### config.mk
export PLATFORM = sky130hd
export DESIGN_NAME = dc_sop_eval
export DESIGN_NICKNAME = d
export VERILOG_FILES = /design/src/rtl/dc_sop_eval.sv
export SDC_FILE = /design/constraint.sdc
export NUM_CORES = 1
export LEC_CHECK = 0
export ABC_AREA = 0
export BUFFER_PORTS_ARGS = -buffer_cell sky130_fd_sc_hd__buf_2
export CAP_MARGIN = 0
export CORE_MARGIN = 2
export CORE_UTILIZATION = 55
export CTS_CLUSTER_DIAMETER = 30
export DETAILED_ROUTE_END_ITERATION = 12
export PLACE_DENSITY = 0.78
export SYNTH_ARGS = -nofsm -noshare
export SYNTH_HDL_FRONTEND = slang
export SYNTH_SLANG_ARGS = --single-unit
### constraint.sdc
create_clock -name clk -period 2.6 [get_ports clk]
set_clock_uncertainty 0.2 [all_clocks]
set_input_delay 0.26 -clock clk [delete_from_list [all_inputs] [get_ports clk]]
set_output_delay 0.26 -clock clk [all_outputs]
set_load 0.02 [all_outputs]
### src/rtl/dc_sop_eval.sv
// Pipelined sum-of-products evaluator: N_TERMS programmable cubes with care masks over N_IN inputs,
// valid/ready on both sides and a saturating hit counter.
module dc_sop_eval #(
  parameter int unsigned N_IN    = 3,
  parameter int unsigned N_TERMS = 4,
  parameter int unsigned CNT_W   = 8,
  localparam int unsigned IDX_W  = (N_TERMS > 1) ? $clog2(N_TERMS) : 1
) (
  input  logic               clk,
  input  logic               rst,
  input  logic               cfg_we,
  input  logic [IDX_W-1:0]   cfg_idx,
  input  logic [N_IN-1:0]    cfg_care,
  input  logic [N_IN-1:0]    cfg_val,
  input  logic               cfg_en,
  input  logic               in_valid,
  input  logic [N_IN-1:0]    in_data,
  output logic               in_ready,
  output logic               out_valid,
  input  logic               out_ready,
  output logic               out_y,
  output logic [N_TERMS-1:0] out_hits,
  input  logic               cnt_clr,
  output logic [CNT_W-1:0]   hit_count
);

  // Reset table makes term0 = A & B.
  localparam logic [N_IN-1:0] DefMask = N_IN'(3);

  logic [N_IN-1:0]    r_care [N_TERMS];
  logic [N_IN-1:0]    r_val  [N_TERMS];
  logic [N_TERMS-1:0] r_en;

  logic               r_s1_valid;
  logic [N_TERMS-1:0] r_s1_hits;
  logic               r_s2_valid;
  logic [N_TERMS-1:0] r_s2_hits;
  logic               r_s2_y;
  logic [CNT_W-1:0]   r_cnt;

  logic [N_TERMS-1:0] w_match;
  logic               w_s2_adv;
  logic               w_s1_adv;
  logic               w_fire;

  always_ff @(posedge clk or posedge rst) begin
    if (rst) begin
      for (int t = 0; t < N_TERMS; t++) begin
        r_care[t] <= '0;
        r_val[t]  <= '0;
      end
      r_care[0] <= DefMask;
      r_val[0]  <= DefMask;
      r_en      <= N_TERMS'(1);
    end else if (cfg_we && (32'(cfg_idx) < N_TERMS)) begin
      r_care[cfg_idx] <= cfg_care;
      r_val[cfg_idx]  <= cfg_val;
      r_en[cfg_idx]   <= cfg_en;
    end
  end

  always_comb begin
    w_match = '0;
    for (int t = 0; t < N_TERMS; t++) begin
      w_match[t] = r_en[t] & ~|((in_data ^ r_val[t]) & r_care[t]);
    end
  end

  assign w_s2_adv = ~r_s2_valid | out_ready;
  assign w_s1_adv = w_s2_adv | ~r_s1_valid;
  assign w_fire   = r_s2_valid & out_ready;

  // Match vector is computed at capture, so a same-edge table write never affects it.
  always_ff @(posedge clk or posedge rst) begin
    if (rst) begin
      r_s1_valid <= 1'b0;
      r_s1_hits  <= '0;
    end else if (w_s1_adv) begin
      r_s1_valid <= in_valid;
      r_s1_hits  <= w_match;
    end
  end

  always_ff @(posedge clk or posedge rst) begin
    if (rst) begin
      r_s2_valid <= 1'b0;
      r_s2_hits  <= '0;
      r_s2_y     <= 1'b0;
    end else if (w_s2_adv) begin
      r_s2_valid <= r_s1_valid;
      r_s2_hits  <= r_s1_hits;
      r_s2_y     <= |r_s1_hits;
    end
  end

  always_ff @(posedge clk or posedge rst) begin
    if (rst) begin
      r_cnt <= '0;
    end else if (cnt_clr) begin
      r_cnt <= '0;
    end else if (w_fire && r_s2_y && (r_cnt != '1)) begin
      r_cnt <= r_cnt + CNT_W'(1);
    end
  end

  assign in_ready  = w_s1_adv;
  assign out_valid = r_s2_valid;
  assign out_y     = r_s2_y;
  assign out_hits  = r_s2_hits;
  assign hit_count = r_cnt;

endmodule
# Word-level counts from Yosys, hierarchy flattened
# Cells that the tools add are included.
[op_classes]
reduce_logical = 14
addsub = 1
n_eq_ne = 1
order_cmp = 4
n_bitwise = 18
n_mux = 9
[ops]
columns = ["op", "count"]
rows = [
  ["bitwise mux 12 bit", 2],
  ["two-way mux 8 bit", 2],
  ["AND 3 bit", 4],
  ["OR reduction 3 bit", 4],
  ["XOR 3 bit", 4],
  ["adder 8 x 1 -> 8 bit (second input constant)", 1],
  ["!= test 8 bit (second input constant)", 1],
  ["demux 3 bit (select 2 bit)", 1],
  ["AND 1 bit", 5],
  ["bitwise mux 4 bit", 1],
  ["logical AND 1 bit", 4],
  ["logical NOT 1 bit", 4],
  ["OR reduction 4 bit", 1],
  [">= comparator 3 bit (second input constant)", 1],
  ["< comparator 2 x 3 -> 1 bit (second input constant)", 1],
  ["< comparator 3 x 1 -> 1 bit (second input constant)", 1],
  ["two-way mux 3 bit", 1],
  ["NOT 2 -> 3 bit", 1],
  ["demux 1 bit (select 2 bit)", 1],
  [">= comparator 2 x 1 -> 1 bit (second input constant)", 1],
  ["NOT 1 bit", 2],
  ["bitwise OR 1 bit", 2],
  ["nonzero test 2 bit", 1],
  ["two-way mux 1 bit", 1],
]
[totals]
input_bits = 18
wordCells = 62
output_inout_bits = 15
reg_bits = 47

# Longest topological paths before layout
[depth]
word_depth = 6
mapped_depth = 5
depth_no_buf = 5

# Worst setup path before layout
# OpenSTA, ideal clock, no wires.
[synth_timing]
kind = "reg-to-reg"
from = "register r_cnt[0], in the netlist hit_count[0]"
to = "register r_cnt[6], in the netlist hit_count[6]"
required_time_ns = 2.271
n_path_buf = 0
synth_period_minus_slack_ns = 1.707
t_arrival_ns = 1.379
setup_time_ns = 0.129
path_stages_with_launch = 6
setup_slack_ns = 0.893
path_cell_list = "dfrtp_1 > ha_1 > nand4_1 > nor3_1 > mux2i_1 > nor2_1"
[synth_via]
elab_chain_len = 3
elab_cells_between_ends = 6
cone_classes = "add/sub (1); eq/ne (1); mux (2); reduce/logical (2)"
[synth_lines]
columns = ["item", "line_no", "text"]
rows = [
  ["start, declared", "39", "logic [CNT_W-1:0] r_cnt;"],
  ["start signal, assigned", "102", "r_cnt <= r_cnt + CNT_W'(1);"],
  ["adder 8 x 1 -> 8 bit / != test 8 bit (equally long branches)", "102, 101", ""],
  ["two-way mux 8 bit / logical AND 1 bit (equally long branches)", "101", "end else if (w_fire && r_s2_y && (r_cnt != '1)) begin"],
  ["two-way mux 8 bit / nonzero test 2 bit (equally long branches)", "-", ""],
]
# Several ways; a longest one is shown, not always the timed one. The select of a mux whose other input is x is not followed.
# A chain may end at the register's enable or synchronous reset.

# Worst setup path in the final report
[layout_timing]
from = "register r_s2_valid, in the netlist out_valid"
to = "output port in_ready"
[layout_via]
elab_chain_len = 3
[layout_lines]
columns = ["item", "line_no", "text"]
rows = [
  ["start, declared", "36", "logic r_s2_valid;"],
  ["start signal, assigned", "90", "r_s2_valid <= r_s1_valid;"],
  ["NOT 1 bit", "69", "assign w_s2_adv = ~r_s2_valid | out_ready;"],
  ["bitwise OR 1 bit", "69", ""],
  ["bitwise OR 1 bit", "70", "assign w_s1_adv = w_s2_adv | ~r_s1_valid;"],
  ["end, declared", "18", "output logic in_ready,"],
]
# No other way between the ends.

==> flow_summary.json <==
{
  "synth_warnings": 0,
  "avgViaCountPerCell": 5.47,
  "design_area_um2": 2430,
  "path_cells": "nand2b_1 > nor2_2 > inv_1 > buf_2",
  "place_area_um2": 2310,
  "cts.sinks": 47,
  "core_um2": 3660,
  "ios": 33,
  "dpl.hpwl_mm": 2.82,
  "period_needed_ns": 1.92,
  "hold_path_class": "input pin to flop",
  "final_common_cell": "dfrtp_1",
  "reg2reg_depth": 5,
  "grt_pass1_vias": 1413,
  "hold_viol_final": 0,
  "cap_viol_max_count": 0,
  "grtUsageTotal_pct": 20.7,
  "p_clk_share_pct": 26.5,
  "root_buffer": "clkbuf_8",
  "routedWlPerCell_um": 15.2,
  "cp-end-kind": "primary output",
  "gp_congestion": 0.811,
  "cp.arrival_ns": 1.46,
  "drt_iter0_markers": 63,
  "grt_max_degree": 48,
  "h-tree-depth": 2,
  "synth_nets": 183,
  "cpMaxStageDelayCell": "dfrtp_1",
  "io_buffers": 32,
  "cts_tree": "built",
  "cp_slowest_stage_delay_ns": 0.39,
  "p_sw_w": 0.000509,
  "crit_path_start": "out_valid",
  "rrSetupSlack_ns": 0.89,
  "power.internal_w": 0.00129,
  "synth_top_family_by_area": "multiplexers",
  "worst_pin_slew_ns": 0.572,
  "endpoint": "in_ready",
  "power_leakage_nw": 1.13,
  "ant_nets": 0,
  "pwr-share-comb_pct": 20.1,
  "ys_types": 32,
  "antenna_found_initial": 0,
  "maxSlewHeadroom_pct": 61.9,
  "start_kind": "flop",
  "drtPass1Iterations": 4,
  "status": "completed",
  "grt_first_pass_wirelength_mm": 6.49,
  "fin_util_pct": 66.5,
  "rows": 22,
  "die_area_um2": 4320,
  "yosysSeqAreaShare_pct": 56.4,
  "regToRegStartpoint": "hit_count[0]",
  "r2r_end": "hit_count[6]",
  "synthMuxAreaShare_pct": 18.6,
  "die_w_um": 65.7,
  "syn_to_final_growth_pct": 16.2,
  "vias": 1384,
  "p_per_area_nw_per_um2": 740,
  "tns_ns": 0,
  "path_clk_slew_ns": 0.08,
  "cts_setup_buffers": 0,
  "period_share_pct": 73.8,
  "layout.nets": 223,
  "cts_max_path_buffers": 2,
  "synth-seq-cells": 47,
  "drv_slew": 0,
  "synthXorXnorAreaFrac_pct": 5.85,
  "start_util_pct": 57.2,
  "die_y_um": 65.7,
  "drive_above_1_share_pct": 41.5,
  "netlist_area_um2": 2100,
  "synth_compound_area_share_pct": 5.37,
  "drc": 0,
  "syn_avg_cell_area_um2": 12.8,
  "path_max_fanout": 9,
  "diodes": 0,
  "max_freq_ghz": 0.521,
  "worstSetupPathType": "flop to primary output",
  "grt_setup_unrepaired": "false",
  "cts_buffers": 5,
  "clock_latency_ns": 0.30,
  "synthAdderAreaFrac_pct": 0.597,
  "swShare_pct": 28.3,
  "p_seq_share_pct": 53.4,
  "routed_wl_mm": 3.85,
  "syn_inst": 164,
  "finalSetupViolations": 0,
  "hp-start": "cnt_clr",
  "final_cell_mix": "dfrtp_1 (42), mux2_2 (32), buf_2 (32), xor2_1 (14), nand2_1 (12)",
  "overflow": 0,
  "irDropWorstVdd_mv": 0.532,
  "yosys.area_share.simple_pct": 12.0,
  "worstPathRequired_ns": 2.14
}
synthesized netlist by cell type (all sizes together):
| cell type | number | area share (%) |
|---|---|---|
| a211oi | 1 | 0.36 |
| a21boi | 1 | 0.36 |
| a21oi | 2 | 0.48 |
| a22oi | 4 | 1.4 |
| and3 | 2 | 0.66 |
| buf | 2 | 0.42 |
| dfrtp | 42 | 50 |
| dfstp | 5 | 6.3 |
| ha | 1 | 0.60 |
| inv | 4 | 0.72 |
| mux2 | 32 | 17 |
| mux2i | 3 | 1.4 |
| nand2 | 12 | 2.1 |
| nand2b | 3 | 0.90 |
| nand3 | 8 | 2.1 |
| nand3b | 2 | 1.1 |
| nand4 | 2 | 0.60 |
| nor2 | 9 | 1.7 |
| nor3 | 4 | 0.96 |
| nor3b | 1 | 0.90 |
| nor4 | 2 | 0.90 |
| o2111a | 1 | 0.54 |
| o211a | 1 | 0.48 |
| o211ai | 1 | 0.36 |
| o21ai | 5 | 1.4 |
| xor2 | 14 | 5.9 |
worst max-delay path, delay by kind of cell (launching register included):
family / cells / cell delay [ns]
flops: 1 / 0.39
buf+inv: 2 / 0.26
simple gates: 2 / 0.51
repair_timing:
item / 4_1_cts / 5_1_grt
hold buffers: 2 / 0
endpoints found under the hold margin: 43 / 0
resized for setup: 0 / 0
per-layer routing:
metal | track usage [%] | share of wire (%) | vias to the layer above
met3 | 6.16 | 4.3 | 6
met2 | 34.1 | 49 | 27
met1 | 25.9 | 45 | 692
li1 | - | - | 659
met4 | 7.03 | 1.5 | 0
met5 | 0 | 0 | -
metrics by stage:
| step | power, W | std cells | worst slack [ns] | hold WS, ns |
|---|---|---|---|---|
| 2_1_floorplan | 0.00121 | 164 | 0.893 | 0.168 |
| 3_3_place_gp | 0.00132 | 243 | 0.982 | 0.226 |
| 3_5_place_dp | 0.00134 | 243 | 0.922 | 0.256 |
| 4_1_cts | 0.00182 | 253 | 0.661 | 0.0103 |
| 5_1_grt | 0.00190 | 253 | 0.512 | 0.0202 |
| 6_report | 0.00180 | 253 | 0.682 | 0.0211 |
worst min path at each step:
stage                        end  slack [ns]  depth (start not counted)
CTS                 hit_count[7]        0.01                          2
global placement    hit_count[5]        0.23                          3
detailed placement     out_valid        0.26                          3
global route        hit_count[7]        0.02                          2
floorplan             r_s1_valid        0.17                          1
finish              hit_count[4]        0.02                          2
state kept, by name, summed over array words and instances, names as in the netlist:
signal,count
r_care,12
r_val,12
hit_count,8
out_hits,4
r_en,4
r_s1_hits,4
out_valid,1
out_y,1
r_s1_valid,1
cell type report:
cell class | count | area, um^2
fill | 262 | 1230
sequential | 47 | 1180
multi-input combinational | 111 | 890
timing repair buffer | 35 | 188
clock buffer | 8 | 100
tap | 48 | 60.1
inverter | 4 | 15.0
cells by family (layout without fill, tap and decap cells):
kind of cell | after synthesis | in the layout
buf+inv | 6 | 47
fa+ha+maj | 1 | 1
mux | 35 | 35
flops | 47 | 47
simple gates | 45 | 45
compound gates | 16 | 16
xor+xnor | 14 | 14
power by group through the flow:
stage          registers (W)  logic, W  clock network [W]
5_1_grt             0.000980  0.000400           0.000517
6_report            0.000962  0.000363           0.000478
3_5_place_dp        0.000976  0.000367                  0
4_1_cts             0.000962  0.000370           0.000491
2_1_floorplan       0.000995  0.000219                  0
3_3_place_gp        0.000965  0.000353                  0
Power figures use the tool's default switching activity.
